File: config.mk
export PLATFORM = sky130hd
export DESIGN_NAME = sa_tile_scheduler_flat
export DESIGN_NICKNAME = d
export VERILOG_FILES = /design/src/rtl/sa_tile_scheduler_if.sv /design/src/rtl/sa_tile_scheduler.sv /design/src/flat_wrapper.sv
export SDC_FILE = /design/constraint.sdc
export NUM_CORES = 1
export LEC_CHECK = 0
export ABC_AREA = 1
export BUFFER_PORTS_ARGS = -buffer_cell sky130_fd_sc_hd__buf_2
export CORE_ASPECT_RATIO = 1.4
export CORE_UTILIZATION = 50
export CTS_BUF_LIST = sky130_fd_sc_hd__clkbuf_16
export DETAILED_ROUTE_END_ITERATION = 16
export PLACE_DENSITY = 0.82
export SYNTH_ARGS = -nofsm -noshare
export SYNTH_HDL_FRONTEND = slang
export SYNTH_SLANG_ARGS = --single-unit
File: constraint.sdc
create_clock -name clk -period 2.7 [get_ports clk]
set_clock_uncertainty 0.05 [all_clocks]
set_input_delay 0.54 -clock clk [delete_from_list [all_inputs] [get_ports clk]]
set_output_delay 0.54 -clock clk [all_outputs]
set_load 0.01 [all_outputs]
File: src/rtl/sa_tile_scheduler_if.sv
// Tile scheduler bus: command handshake, A/B SRAM read ports, array drive
// and result flags. The scheduler takes the master side.
interface sa_tile_scheduler_if #(
    parameter int DATA_WIDTH = 8,
    parameter int ROWS       = 8,
    parameter int COLS       = 8,
    parameter int K_MAX      = 256
);
    localparam int LEN_W  = $clog2(K_MAX + 1);
    localparam int ADDR_W = $clog2(K_MAX);

    logic                       start;
    logic                       cfg_mode;
    logic [LEN_W-1:0]           cfg_len;
    logic                       busy;
    logic                       done;
    logic                       a_rd_en;
    logic [ADDR_W-1:0]          a_rd_addr;
    logic [ROWS*DATA_WIDTH-1:0] a_rd_data;
    logic                       w_rd_en;
    logic [ADDR_W-1:0]          w_rd_addr;
    logic [COLS*DATA_WIDTH-1:0] w_rd_data;
    logic                       arr_load;
    logic                       arr_data_flow;
    logic [ROWS*DATA_WIDTH-1:0] arr_A;
    logic [COLS*DATA_WIDTH-1:0] arr_B;
    logic                       res_valid;
    logic [ADDR_W-1:0]          res_idx;
    logic [31:0]                perf_cycles;

    modport master (
        input  start, cfg_mode, cfg_len, a_rd_data, w_rd_data,
        output busy, done, a_rd_en, a_rd_addr, w_rd_en, w_rd_addr,
               arr_load, arr_data_flow, arr_A, arr_B,
               res_valid, res_idx, perf_cycles
    );

    modport slave (
        output start, cfg_mode, cfg_len, a_rd_data, w_rd_data,
        input  busy, done, a_rd_en, a_rd_addr, w_rd_en, w_rd_addr,
               arr_load, arr_data_flow, arr_A, arr_B,
               res_valid, res_idx, perf_cycles
    );
endinterface

File: src/rtl/sa_tile_scheduler.sv
// Systolic-array tile scheduler: weight load (WS) or B streaming (OS),
// skewed A feed, drain, result flagging.
// Optional busy-cycle counter enabled by defining SA_SCHED_PERF_EN.
//
// state  | meaning
// IDLE   | waiting for start
// LOAD_W | reading weight rows ROWS-1..0 into the array (WS only)
// FEED   | reading A vectors 0..len-1 (and B vectors in OS)
// DRAIN  | skew lines and array flushing, (ROWS+COLS)*PE_LAT cycles
// DONE   | one-cycle completion pulse
module sa_tile_scheduler #(
    parameter int DATA_WIDTH = 8,
    parameter int ROWS       = 8,
    parameter int COLS       = 8,
    parameter int K_MAX      = 256,
    parameter int PE_LAT     = 1
) (
    input logic               clk,
    input logic               rst,
    sa_tile_scheduler_if.master bus
);
    localparam int LEN_W     = $clog2(K_MAX + 1);
    localparam int ADDR_W    = $clog2(K_MAX);
    localparam int DRAIN_CYC = (ROWS + COLS) * PE_LAT;
    localparam int RES_LAT   = ROWS * PE_LAT;
    localparam int TMR_W     = $clog2(K_MAX + ROWS + DRAIN_CYC + 1);

    typedef enum logic [2:0] {S_IDLE, S_LOAD_W, S_FEED, S_DRAIN, S_DONE} state_t;

    state_t                     state_q, state_d;
    logic [TMR_W-1:0]           tmr_q, tmr_d;
    logic [ADDR_W-1:0]          addr_q, addr_d;
    logic                       mode_q, mode_d;
    logic [LEN_W-1:0]           len_q, len_d;
    logic [LEN_W-1:0]           len_clamped;
    logic                       start_acc;
    logic                       a_vld_q, w_vld_q, load_q;
    logic [RES_LAT-1:0]         rv_q;
    logic                       res_valid_ws;
    logic [ADDR_W-1:0]          res_cnt_q;
    logic [ROWS*DATA_WIDTH-1:0] a_in, a_skew;
    logic [COLS*DATA_WIDTH-1:0] b_in, b_skew, ws_b;

    assign len_clamped = (bus.cfg_len > LEN_W'(K_MAX)) ? LEN_W'(K_MAX) : bus.cfg_len;
    assign start_acc   = (state_q == S_IDLE) && bus.start;

    // State register, latched configuration and the phase timer.
    always_ff @(posedge clk) begin
        if (rst) begin
            state_q <= S_IDLE;
            tmr_q   <= '0;
            addr_q  <= '0;
            mode_q  <= 1'b0;
            len_q   <= '0;
        end else begin
            state_q <= state_d;
            tmr_q   <= tmr_d;
            addr_q  <= addr_d;
            mode_q  <= mode_d;
            len_q   <= len_d;
        end
    end

    // Next-state logic; the timer counts down and each phase ends at zero.
    always_comb begin
        state_d = state_q;
        tmr_d   = tmr_q;
        addr_d  = addr_q;
        mode_d  = mode_q;
        len_d   = len_q;
        unique case (state_q)
            S_IDLE: begin
                if (bus.start) begin
                    mode_d = bus.cfg_mode;
                    len_d  = len_clamped;
                    if (bus.cfg_mode) begin
                        state_d = S_LOAD_W;
                        tmr_d   = TMR_W'(ROWS - 1);
                    end else if (len_clamped == '0) begin
                        state_d = S_DONE;
                    end else begin
                        state_d = S_FEED;
                        tmr_d   = TMR_W'(len_clamped) - TMR_W'(1);
                        addr_d  = '0;
                    end
                end
            end
            S_LOAD_W: begin
                if (tmr_q == '0) begin
                    if (len_q == '0) begin
                        state_d = S_DONE;
                    end else begin
                        state_d = S_FEED;
                        tmr_d   = TMR_W'(len_q) - TMR_W'(1);
                        addr_d  = '0;
                    end
                end else begin
                    tmr_d = tmr_q - TMR_W'(1);
                end
            end
            S_FEED: begin
                addr_d = addr_q + ADDR_W'(1);
                if (tmr_q == '0) begin
                    state_d = S_DRAIN;
                    tmr_d   = TMR_W'(DRAIN_CYC - 1);
                end else begin
                    tmr_d = tmr_q - TMR_W'(1);
                end
            end
            S_DRAIN: begin
                if (tmr_q == '0) state_d = S_DONE;
                else             tmr_d   = tmr_q - TMR_W'(1);
            end
            S_DONE:  state_d = S_IDLE;
            default: state_d = S_IDLE;
        endcase
    end

    // Read-valid tracking (1-cycle SRAMs), load strobe and WS result timing.
    always_ff @(posedge clk) begin
        if (rst) begin
            a_vld_q   <= 1'b0;
            w_vld_q   <= 1'b0;
            load_q    <= 1'b0;
            rv_q      <= '0;
            res_cnt_q <= '0;
        end else begin
            a_vld_q <= bus.a_rd_en;
            w_vld_q <= bus.w_rd_en;
            load_q  <= (state_q == S_LOAD_W);
            rv_q    <= RES_LAT'({rv_q, a_vld_q & mode_q});
            if (start_acc)         res_cnt_q <= '0;
            else if (res_valid_ws) res_cnt_q <= res_cnt_q + ADDR_W'(1);
        end
    end

    assign a_in = a_vld_q ? bus.a_rd_data : '0;
    assign b_in = (w_vld_q && !mode_q) ? bus.w_rd_data : '0;
    assign ws_b = (w_vld_q && mode_q) ? bus.w_rd_data : '0;

    // Lane r of A is delayed r cycles; lane 0 passes straight through.
    for (genvar r = 0; r < ROWS; r++) begin : g_a_lane
        if (r == 0) begin : g_direct
            assign a_skew[DATA_WIDTH-1:0] = a_in[DATA_WIDTH-1:0];
        end else begin : g_dly
            logic [DATA_WIDTH-1:0] dly_q [r];
            // Per-lane skew shift register, keeps shifting zeros when idle.
            always_ff @(posedge clk) begin
                if (rst) begin
                    for (int i = 0; i < r; i++) dly_q[i] <= '0;
                end else begin
                    dly_q[0] <= a_in[r*DATA_WIDTH +: DATA_WIDTH];
                    for (int i = 1; i < r; i++) dly_q[i] <= dly_q[i-1];
                end
            end
            assign a_skew[r*DATA_WIDTH +: DATA_WIDTH] = dly_q[r-1];
        end
    end

    // Lane c of B (OS streaming) is delayed c cycles.
    for (genvar c = 0; c < COLS; c++) begin : g_b_lane
        if (c == 0) begin : g_direct
            assign b_skew[DATA_WIDTH-1:0] = b_in[DATA_WIDTH-1:0];
        end else begin : g_dly
            logic [DATA_WIDTH-1:0] dly_q [c];
            // Per-lane skew shift register for streamed B.
            always_ff @(posedge clk) begin
                if (rst) begin
                    for (int i = 0; i < c; i++) dly_q[i] <= '0;
                end else begin
                    dly_q[0] <= b_in[c*DATA_WIDTH +: DATA_WIDTH];
                    for (int i = 1; i < c; i++) dly_q[i] <= dly_q[i-1];
                end
            end
            assign b_skew[c*DATA_WIDTH +: DATA_WIDTH] = dly_q[c-1];
        end
    end

    assign res_valid_ws = rv_q[RES_LAT-1];

    assign bus.busy          = (state_q != S_IDLE);
    assign bus.done          = (state_q == S_DONE);
    assign bus.a_rd_en       = (state_q == S_FEED);
    assign bus.a_rd_addr     = (state_q == S_FEED) ? addr_q : '0;
    assign bus.w_rd_en       = (state_q == S_LOAD_W) || ((state_q == S_FEED) && !mode_q);
    assign bus.w_rd_addr     = (state_q == S_LOAD_W) ? tmr_q[ADDR_W-1:0] :
                               ((state_q == S_FEED) && !mode_q) ? addr_q : '0;
    assign bus.arr_load      = load_q;
    assign bus.arr_data_flow = mode_q;
    assign bus.arr_A         = a_skew;
    assign bus.arr_B         = mode_q ? ws_b : b_skew;
    assign bus.res_valid     = res_valid_ws || ((state_q == S_DONE) && !mode_q);
    assign bus.res_idx       = res_valid_ws ? res_cnt_q : '0;

`ifdef SA_SCHED_PERF_EN
    logic [31:0] perf_q;

    // Busy-cycle counter: clears on accepted start, saturates, holds when idle.
    always_ff @(posedge clk) begin
        if (rst)                                        perf_q <= '0;
        else if (start_acc)                             perf_q <= '0;
        else if ((state_q != S_IDLE) && (perf_q != '1)) perf_q <= perf_q + 32'd1;
    end

    assign bus.perf_cycles = perf_q;
`else
    assign bus.perf_cycles = '0;
`endif
endmodule
File: src/flat_wrapper.sv
// flat-port wrapper written by rule: the top's interface ports become plain ports
module sa_tile_scheduler_flat 
#(
    parameter int DATA_WIDTH = 8,
    parameter int ROWS       = 8,
    parameter int COLS       = 8,
    parameter int K_MAX      = 256,
    parameter int PE_LAT     = 1
)
  (clk, rst, bus_start, bus_cfg_mode, bus_cfg_len, bus_a_rd_data, bus_w_rd_data, bus_busy, bus_done, bus_a_rd_en, bus_a_rd_addr, bus_w_rd_en, bus_w_rd_addr, bus_arr_load, bus_arr_data_flow, bus_arr_A, bus_arr_B, bus_res_valid, bus_res_idx, bus_perf_cycles);
  sa_tile_scheduler_if #(.DATA_WIDTH(DATA_WIDTH), .ROWS(ROWS), .COLS(COLS), .K_MAX(K_MAX)) bus_i ();
  input logic clk;
  input logic rst;
  input wire logic [$bits(bus_i.start)-1:0] bus_start;
  input wire logic [$bits(bus_i.cfg_mode)-1:0] bus_cfg_mode;
  input wire logic [$bits(bus_i.cfg_len)-1:0] bus_cfg_len;
  input wire logic [$bits(bus_i.a_rd_data)-1:0] bus_a_rd_data;
  input wire logic [$bits(bus_i.w_rd_data)-1:0] bus_w_rd_data;
  output wire logic [$bits(bus_i.busy)-1:0] bus_busy;
  output wire logic [$bits(bus_i.done)-1:0] bus_done;
  output wire logic [$bits(bus_i.a_rd_en)-1:0] bus_a_rd_en;
  output wire logic [$bits(bus_i.a_rd_addr)-1:0] bus_a_rd_addr;
  output wire logic [$bits(bus_i.w_rd_en)-1:0] bus_w_rd_en;
  output wire logic [$bits(bus_i.w_rd_addr)-1:0] bus_w_rd_addr;
  output wire logic [$bits(bus_i.arr_load)-1:0] bus_arr_load;
  output wire logic [$bits(bus_i.arr_data_flow)-1:0] bus_arr_data_flow;
  output wire logic [$bits(bus_i.arr_A)-1:0] bus_arr_A;
  output wire logic [$bits(bus_i.arr_B)-1:0] bus_arr_B;
  output wire logic [$bits(bus_i.res_valid)-1:0] bus_res_valid;
  output wire logic [$bits(bus_i.res_idx)-1:0] bus_res_idx;
  output wire logic [$bits(bus_i.perf_cycles)-1:0] bus_perf_cycles;
  assign bus_i.start = bus_start;
  assign bus_i.cfg_mode = bus_cfg_mode;
  assign bus_i.cfg_len = bus_cfg_len;
  assign bus_i.a_rd_data = bus_a_rd_data;
  assign bus_i.w_rd_data = bus_w_rd_data;
  assign bus_busy = bus_i.busy;
  assign bus_done = bus_i.done;
  assign bus_a_rd_en = bus_i.a_rd_en;
  assign bus_a_rd_addr = bus_i.a_rd_addr;
  assign bus_w_rd_en = bus_i.w_rd_en;
  assign bus_w_rd_addr = bus_i.w_rd_addr;
  assign bus_arr_load = bus_i.arr_load;
  assign bus_arr_data_flow = bus_i.arr_data_flow;
  assign bus_arr_A = bus_i.arr_A;
  assign bus_arr_B = bus_i.arr_B;
  assign bus_res_valid = bus_i.res_valid;
  assign bus_res_idx = bus_i.res_idx;
  assign bus_perf_cycles = bus_i.perf_cycles;
  sa_tile_scheduler #(.DATA_WIDTH(DATA_WIDTH), .ROWS(ROWS), .COLS(COLS), .K_MAX(K_MAX), .PE_LAT(PE_LAT)) u_core (.clk(clk), .rst(rst), .bus(bus_i));
endmodule
==> results of run 1 <==
[cells by family after synthesis]
family / count (synthesis) / synth area share
XOR/XNOR: 7 / 0.003650
flip-flops: 497 / 0.5923
AO/OA/AOI/OAI: 117 / 0.03791
adder cells (fa/ha/maj): 5 / 0.003724
AND/OR/NAND/NOR: 797 / 0.1888
other: 1 / 0.0002232
buffers and inverters: 691 / 0.1734
[cell usage after synthesis (all sizes together), types with 6 or more instances]
master  number
a21oi       21
buf         90
clkbuf      64
dfxtp      497
inv        536
nand2      201
nand3       50
nand4       11
nor2       525
o21ai       71
o22ai       18
xor2         6
[through the flow]
| step | util | hold WS [ps] | total power [W] | area (um2) | cells |
|---|---|---|---|---|---|
| finish | 0.5928 | 165.4 | 0.01638 | 19630 | 2828 |
| floorplan | - | 338.3 | 0.009697 | 16920 | 2146 |
| global route | 0.5927 | 149.6 | 0.01716 | 19630 | 2827 |
| CTS | 0.5926 | 137.8 | 0.01654 | 19620 | 2827 |
| global placement | 0.5510 | 338.3 | 0.01053 | 18250 | 2750 |
| detailed placement | 0.5510 | 341.6 | 0.01055 | 18250 | 2750 |
[per-layer routing]
| metal | vias up | GRT usage | wire, um |
|---|---|---|---|
| met4 | 0 | 0.1069 | 1607 |
| li1 | 6384 | - | - |
| met5 | - | 0 | 0 |
| met2 | 379 | 0.3923 | 18330 |
| met3 | 91 | 0.03831 | 1964 |
| met1 | 5623 | 0.2155 | 13760 |
[report_power, final]
part / total [W] / switching [W] / internal (W)
Combinational: 0.00256 / 0.00177 / 0.000787
Clock: 0.00596 / 0.00256 / 0.00340
Sequential: 0.00786 / 0.000197 / 0.00766
Total: 0.0164 / 0.00453 / 0.0118
[timing repair]
item | in CTS | in global routing
endpoints found under the hold margin | 0 | 0
gates cloned | 0 | 0
gates resized for setup | 2 | 2
hold buffers | 0 | 0
endpoints found under the setup margin | 3 | 11
[registers in the layout, summed over array words and instances (netlist names), 3 cells and up]
signal	cells
u_core.g_b_lane.g_dly.dly_q	224
u_core.res_cnt_q	8
u_core.len_q	9
u_core.g_a_lane.g_dly.dly_q	224
u_core.rv_q	8
u_core.addr_q	8
u_core.state_q	3
u_core.tmr_q	9
[critical path: stages, from the launching register on]
cell and delay, ps:
dfxtp_1 350, inv_2 350, buf_12 270, nand2_1 70, o21ai_1 200, buf_2 210
[worst paths after layout]
path                                                                         end                                              from  cells after the start
worst max-delay path                                               bus_arr_B[35]             u_core.bus.arr_data_flow$_SDFFE_PP0P_                      5
worst min-delay path             u_core.g_a_lane[4].g_dly.dly_q[0][0]$_SDFF_PP0_                                 bus_a_rd_data[32]                      3
worst max register to register                     u_core.addr_q[4]$_SDFFE_PP0P_                      u_core.tmr_q[0]$_SDFFE_PP0P_                     11
worst min register to register  u_core.g_a_lane[6].g_dly.dly_q[0][35]$_SDFF_PP0_  u_core.g_a_lane[6].g_dly.dly_q[0][27]$_SDFF_PP0_                      2
[cell type report]
| cell class | count | area, um2 |
|---|---|---|
| repair buffers | 313 | 1662 |
| clock inverters | 32 | 246.5 |
| diodes | 1 | 2.502 |
| fillers | 2855 | 13480 |
| flip-flops and latches | 497 | 9951 |
| multi-input cells | 958 | 4070 |
| clock buffers | 45 | 1126 |
| inverters | 537 | 2016 |
| well taps | 445 | 556.8 |
==> results.json, run 1 <==
{
  "cts_made_buffers": 44,
  "ys_seq_area_frac": 0.5923,
  "tritoncts": "done",
  "ioPinCount": 332,
  "yosysWarnings": 0,
  "fin_tns_setup_ps": 0,
  "grt-ovfl-total": 0,
  "place.gp.congestion": 0.8757,
  "worst_ep_required_time_ps": 2110,
  "synth_top_area_frac": 0.5923,
  "crit_arrival_ps": 1990,
  "antenna_found_initial": 0,
  "r2r_slack_ps": 620,
  "period_share": 0.9561,
  "htreeDepth": 2,
  "final_cell_mix": "543 x inv_1, 518 x nor2_1, 496 x dfxtp_1",
  "grt_pass1_vias": 12070,
  "grt_max_degree": 194,
  "synth-main-ff-cell": "dfxtp_1",
  "setup_slack_ps": 118.5,
  "clock_latency_ps": 530,
  "port_buffers": 299,
  "ir_drop_v": 0.0006992,
  "endpoint_kind": "primary output",
  "ys_ff_latch": 497,
  "p_per_area_nw_per_um2": 834.2,
  "outcome": "completed",
  "crit_fanout": 36,
  "die_h_um": 218.9,
  "hold_viol": 0,
  "synth_cells": 2115,
  "max_cap_violations": 0,
  "clk_pin_slew_ps": 60,
  "synth_edf_count": 0,
  "fin_crit_ps": 2582,
  "vias": 12480,
  "mostFrequentLayoutCell": "inv_1",
  "dp_hpwl_um": 24840,
  "root_buffer": "clkbuf_16",
  "critPathKind": "reg -> out",
  "fmax_mhz": 387.4,
  "worst-slew-pin-transition_ps": 847.3,
  "synth_area_um2": 16800,
  "post-cts-setup-buffers": 0,
  "yosys.area.top_type": "dfxtp_1",
  "start_kind": "flop",
  "die_w_um": 156.9,
  "initial_utilization": 0.5073,
  "grt.total_usage": 0.2078,
  "cts_sinks": 497,
  "grt_pass1_wl_um": 56010,
  "clockBufferDepth": 3,
  "syn_avg_cell_area_um2": 7.943,
  "setup_viol": 0,
  "routedWlPerCell_um": 12.61,
  "rsz0062_at_grt": "false",
  "drv_slew": 0,
  "async_reset_ff_frac": 0,
  "pre_cts_slack_ps": 263.5,
  "die_area_um2": 34340,
  "core_area_um2": 33110,
  "slew_headroom": 0.4351,
  "leakagePower_nw": 9.321,
  "ant_nets": 0,
  "avgViaCountPerCell": 4.412,
  "hold_class": "in -> reg",
  "drt-pass1-iter-count": 5,
  "rows": 79,
  "synthDistinctLibCells": 38,
  "area_growth_pct": 16.86,
  "yosys-top-cells-area": "dfxtp_1 59%, inv_1 12%, nor2_1 12%",
  "final_nets": 2497,
  "drt_wl_total_um": 35660,
  "drt_iter0_drc": 575,
  "drc": 0,
  "layout-drive-gt1-share": 0.1675
}
(Power assumes the default switching activity.)
==> run 2, diff against run 1 <==
- PLACE_DENSITY: 0.82 -> 0.73
- clock period: 2.7 -> 2.41 ns (I/O delays scaled with it)
==> run 2 against run 1 <==
  * Global-route usage decreased by 1.0 points
  * Clock power is 9.6% higher
  * Via count is essentially flat
  * Non-clock buffer count rose by 7
  * Combinational power increased by 15%
  * Critical path depth did not move
  * Sequential power is 12% higher
  * First-iteration DRC count increased by 25%
  * Setup slack improved by 8.7 ps
  * Die area unchanged
  * Register-to-register slack worse by 310 ps
  * Power is 11% higher
  * Largest power group unchanged
==> results.json, run 2 (synthesized netlist as in run 1, its figures left out) <==
{
  "outcome": "completed",
  "clockBufferDepth": 3,
  "die_w_um": 156.9,
  "die_area_um2": 34340,
  "grt_pass1_vias": 11660,
  "ir_drop_v": 0.0006094,
  "worst_ep_required_time_ps": 1880,
  "layout-drive-gt1-share": 0.1724,
  "fin_crit_ps": 2283,
  "cts_sinks": 497,
  "place.gp.congestion": 0.8980,
  "period_share": 0.9472,
  "slew_headroom": 0.3070,
  "top_regs": "u_core.g_a_lane.g_dly.dly_q: 224 flops, u_core.g_b_lane.g_dly.dly_q: 224 flops",
  "min_delay_path_depth": 3,
  "initial_utilization": 0.5073,
  "pre_cts_slack_ps": 54.53,
  "holdPathEnd": "u_core.g_a_lane[2].g_dly.dly_q[0][6]$_SDFF_PP0_",
  "setup_slack_ps": 127.1,
  "drt_iter0_drc": 719,
  "cts_made_buffers": 45,
  "final_nets": 2505,
  "grt.total_usage": 0.1976,
  "drc": 0,
  "final_cell_mix": "536 x inv_1, 518 x nor2_1, 497 x dfxtp_1",
  "antenna_cells": 0,
  "core_area_um2": 33110,
  "drt-pass1-iter-count": 6,
  "fillers": 2960,
  "drt_wl_total_um": 33940,
  "dp_hpwl_um": 23770,
  "setup_viol": 0,
  "rows": 79,
  "routedWlPerCell_um": 11.97,
  "area_growth_pct": 17.12,
  "grt_max_degree": 245,
  "ioPinCount": 332,
  "port_buffers": 299,
  "crit_arrival_ps": 1750,
  "start_kind": "flop",
  "root_buffer": "clkbuf_16",
  "fin_tns_setup_ps": 0,
  "worst-slew-pin-transition_ps": 1040,
  "leakagePower_nw": 9.315,
  "p_per_area_nw_per_um2": 927.6,
  "rr_worst_depth": 11,
  "avgViaCountPerCell": 4.400,
  "drv_slew": 0,
  "htreeDepth": 2,
  "hold_class": "in -> reg",
  "die_h_um": 218.9,
  "endpoint_kind": "primary output",
  "grt-ovfl-total": 0,
  "clk_pin_slew_ps": 60,
  "holdWs_ps": 97.92,
  "clock_latency_ps": 540,
  "r2r_slack_ps": 310,
  "antenna_found_initial": 1,
  "mostFrequentLayoutCell": "inv_1",
  "rsz0062_at_grt": "false",
  "grt_pass1_wl_um": 53890,
  "reg2reg_to": "u_core.tmr_q[6]$_SDFFE_PP0P_",
  "fmax_mhz": 438.0,
  "holdCritStartpoint": "bus_a_rd_data[22]",
  "critPathKind": "reg -> out",
  "hold_viol": 0,
  "tritoncts": "done",
  "max_cap_violations": 0,
  "crit_fanout": 10,
  "r2r_start": "u_core.tmr_q[0]$_SDFFE_PP0P_",
  "vias": 12470,
  "ant_nets": 0
}
## run 2: changes by cell type in the layout (fill, tap and decap cells not counted), sizes merged
cell / delta
clkinvlp: +3
inv: -5
clkinv: +4
clkbuf: +2
buf: +7
bufinv: -3
diode: -1
## run 2: worst max path at each step
stage                                              start                           end  slack (ps)  cells after the start
after floorplan                           bus_cfg_len[0]  u_core.tmr_q[1]$_SDFFE_PP0P_         130                     13
after global placement                    bus_cfg_len[0]  u_core.tmr_q[1]$_SDFFE_PP0P_         130                     12
after detailed placement                  bus_cfg_len[0]  u_core.tmr_q[1]$_SDFFE_PP0P_          50                     12
after CTS                 u_core.state_q[2]$_SDFFE_PP0P_              bus_w_rd_addr[0]          20                      6
after global routing      u_core.state_q[1]$_SDFFE_PP0P_              bus_a_rd_addr[2]          40                      5
final                     u_core.state_q[1]$_SDFFE_PP0P_              bus_w_rd_addr[0]         130                      5
## run 2: layout make-up
type | count | area, um2 | area share
Timing Repair Buffer | 320 | 1713 | 0.08706
Multi-Input combinational cell | 958 | 4078 | 0.2073
Inverter | 537 | 2018 | 0.1026
Sequential cell | 497 | 9950 | 0.5057
Tap cell | 445 | 556.8 | 0.02830
Clock buffer | 47 | 1176 | 0.05978
Clock inverter | 31 | 182.7 | 0.009285
## run 2: routing by layer
layer / vias up / GRT usage / part of all wire
li1: 6401 / - / -
met1: 5607 / 0.2127 / 0.39
met2: 374 / 0.3631 / 0.50
met3: 90 / 0.03693 / 0.056
met4: 2 / 0.1029 / 0.047
met5: - / 0 / 0.00029
## run 2: worst max-delay path: stages (launching register included)
cell and delay (ps):
dfxtp_1 450, nand2_2 150, nor2_4 190, nand2_4 120, o22ai_1 150, buf_2 160
## run 2: repair_timing
action,in CTS,in global routing
pin swaps,1,1
hold buffers,0,0
gates resized for setup,4,6
endpoints found under the setup margin,21,10
buffers inserted,1,0
## run 2: per-stage QoR
step	cell area (um2)	util	std cells	power, W
global route	19670	0.5941	2835	0.01917
detailed placement	18280	0.5520	2756	0.01186
floorplan	16920	-	2146	0.01086
CTS	19660	0.5937	2835	0.01844
global placement	18280	0.5520	2756	0.01185
finish	19670	0.5941	2835	0.01825
## run 2: power by group
group,internal [W],total (W),switching [W]
clock network,0.00363,0.00653,0.00290
logic,0.000919,0.00294,0.00202
registers,0.00858,0.00878,0.000204
total,0.0131,0.0183,0.00512
==> run 3, diff against run 2 <==
- CORE_MARGIN: unset -> 8
==> run 3 against run 2 <==
  * Sequential cell count did not move
  * Die area grew 16%
  * Sequential share of layout area down 0.30 points
  * Count of clock-buffer cells in the layout fell by 1
  * Maximum frequency is 1.6% lower
  * Via count is 0.45% lower
  * Hold slack better by 4.6 ps
  * Combinational power is essentially flat
  * Largest power group unchanged
==> results.json, run 3 (synthesized netlist as in run 1, its figures left out) <==
{
  "leakagePower_nw": 9.379,
  "outcome": "completed",
  "tritoncts": "done",
  "max_cap_violations": 0,
  "root_buffer": "clkbuf_16",
  "globalRouteMet1Util": 0.1789,
  "die_w_um": 170.9,
  "min_delay_path_depth": 3,
  "clk_pin_slew_ps": 60,
  "fmax_mhz": 431.0,
  "clockBufferDepth": 3,
  "layout-drive-gt1-share": 0.1725,
  "drv_slew": 0,
  "p_per_area_nw_per_um2": 934.5,
  "die_area_um2": 39800,
  "worst_ep_required_time_ps": 1880,
  "area_growth_pct": 17.84,
  "dp_hpwl_um": 26440,
  "slew_headroom": 0.4923,
  "rsz0062_at_grt": "true",
  "ioPinCount": 332,
  "setup_viol": 0,
  "fin_crit_ps": 2320,
  "die_h_um": 232.9,
  "critPathKind": "reg -> out",
  "grt_max_degree": 111,
  "met3_usage": 0.03731,
  "r2r_start": "u_core.tmr_q[0]$_SDFFE_PP0P_",
  "period_share": 0.9628,
  "vias": 12420,
  "r2r_slack_ps": 440,
  "crit_fanout": 5,
  "start_kind": "flop",
  "finalInstanceArea_um2": 19800,
  "fillers": 3006,
  "initial_utilization": 0.5058,
  "rows": 79,
  "cts_made_buffers": 45,
  "drc": 0,
  "reg2reg_to": "u_core.addr_q[2]$_SDFFE_PP0P_",
  "endpoint_kind": "primary output",
  "grt-ovfl-total": 0,
  "grt_pass1_vias": 12440,
  "top_regs": "u_core.g_a_lane.g_dly.dly_q: 224 flops, u_core.g_b_lane.g_dly.dly_q: 224 flops",
  "routedWlPerCell_um": 12.86,
  "dpl-instance-area_um2": 18340,
  "crit_arrival_ps": 1790,
  "holdPathEnd": "u_core.g_a_lane[4].g_dly.dly_q[0][2]$_SDFF_PP0_",
  "grt-busiest-layer": "met2",
  "drt_iter0_drc": 577,
  "cts_sinks": 497,
  "worst-slew-pin-transition_ps": 755.8,
  "ant_nets": 0,
  "core_area_um2": 33210,
  "rr_worst_depth": 11,
  "mostFrequentLayoutCell": "inv_1",
  "final_nets": 2507,
  "grt.total_usage": 0.1800,
  "port_buffers": 299,
  "clock_latency_ps": 540,
  "avgViaCountPerCell": 4.373,
  "drt_wl_total_um": 36510,
  "hold_class": "in -> reg",
  "grt_use_met2": 0.3501,
  "holdCritStartpoint": "bus_a_rd_data[34]",
  "final_cell_mix": "541 x inv_1, 518 x nor2_1, 496 x dfxtp_1",
  "place.gp.congestion": 0.9243,
  "holdWs_ps": 102.5,
  "drt-pass1-iter-count": 5,
  "antenna_found_initial": 1,
  "ir_drop_v": 0.0007587,
  "grt_pass1_wl_um": 58120,
  "hold_viol": 0,
  "htreeDepth": 2
}
[run 3: cell count changes in the layout (fill, tap and decap cells not counted), sizes merged]
cell    change
buf         +2
bufinv      +3
clkbuf      -1
clkinv      -5
diode       +1
inv         +5
[run 3: metal layers]
metal,share of wire,up-vias
met2,0.53,349
met3,0.062,73
li1,-,6412
met4,0.033,0
met1,0.38,5584
met5,0,-
[run 3: metrics by stage]
stage          power [W]  std cells    util  worst slack, ps  TNS, ps
6_report         0.01850       2840  0.5960            89.62        0
5_1_grt          0.01942       2840  0.5960           -22.44   -22.44
4_1_cts          0.01870       2839  0.5957            18.27        0
3_5_place_dp     0.01185       2757  0.5521            23.25        0
3_3_place_gp     0.01186       2757  0.5521            102.7        0
2_1_floorplan    0.01086       2146       -            133.0        0
[run 3: area by class of cell]
cell class                      count  area, um2  area share
Clock buffer                       46       1151     0.05815
Tap cell                          445      556.8     0.02813
Sequential cell                   497       9951      0.5027
Multi-Input combinational cell    958       4078      0.2060
Antenna cell                        1      2.502   0.0001264
Timing Repair Buffer              322       1767     0.08925
Inverter                          537       2018      0.1020
Clock inverter                     34      271.5     0.01372
[run 3: power by group]
part / switching [W] / internal (W) / leakage (nW)
Sequential: 0.000208 / 0.00858 / 4.01
Combinational: 0.00199 / 0.000938 / 4.64
Clock: 0.00289 / 0.00389 / 0.724
Total: 0.00509 / 0.0134 / 9.38
[run 3: worst max path at each step]
stage	startpoint	slack [ps]	to	depth (start not counted)
3_5_place_dp	bus_cfg_len[0]	20	u_core.tmr_q[1]$_SDFFE_PP0P_	12
6_report	u_core.state_q[2]$_SDFFE_PP0P_	90	bus_res_valid	5
5_1_grt	u_core.state_q[2]$_SDFFE_PP0P_	-20	bus_res_valid	5
4_1_cts	u_core.bus.arr_data_flow$_SDFFE_PP0P_	20	bus_arr_B[43]	5
2_1_floorplan	bus_cfg_len[0]	130	u_core.tmr_q[1]$_SDFFE_PP0P_	13
3_3_place_gp	bus_cfg_len[0]	100	u_core.tmr_q[1]$_SDFFE_PP0P_	12
[run 3: critical path, cell delays in order, from the launching register on]
cell,delay (ps)
dfxtp_1,440
inv_2,90
nor3_1,410
nand2_1,120
nand2_1,80
buf_2,130
[run 3: timing repair]
action / in CTS / in global routing
pin swaps: 1 / 0
setup buffers: 2 / 0
setup endpoints to repair: 17 / 16
hold buffers: 0 / 0
resized for setup: 3 / 6
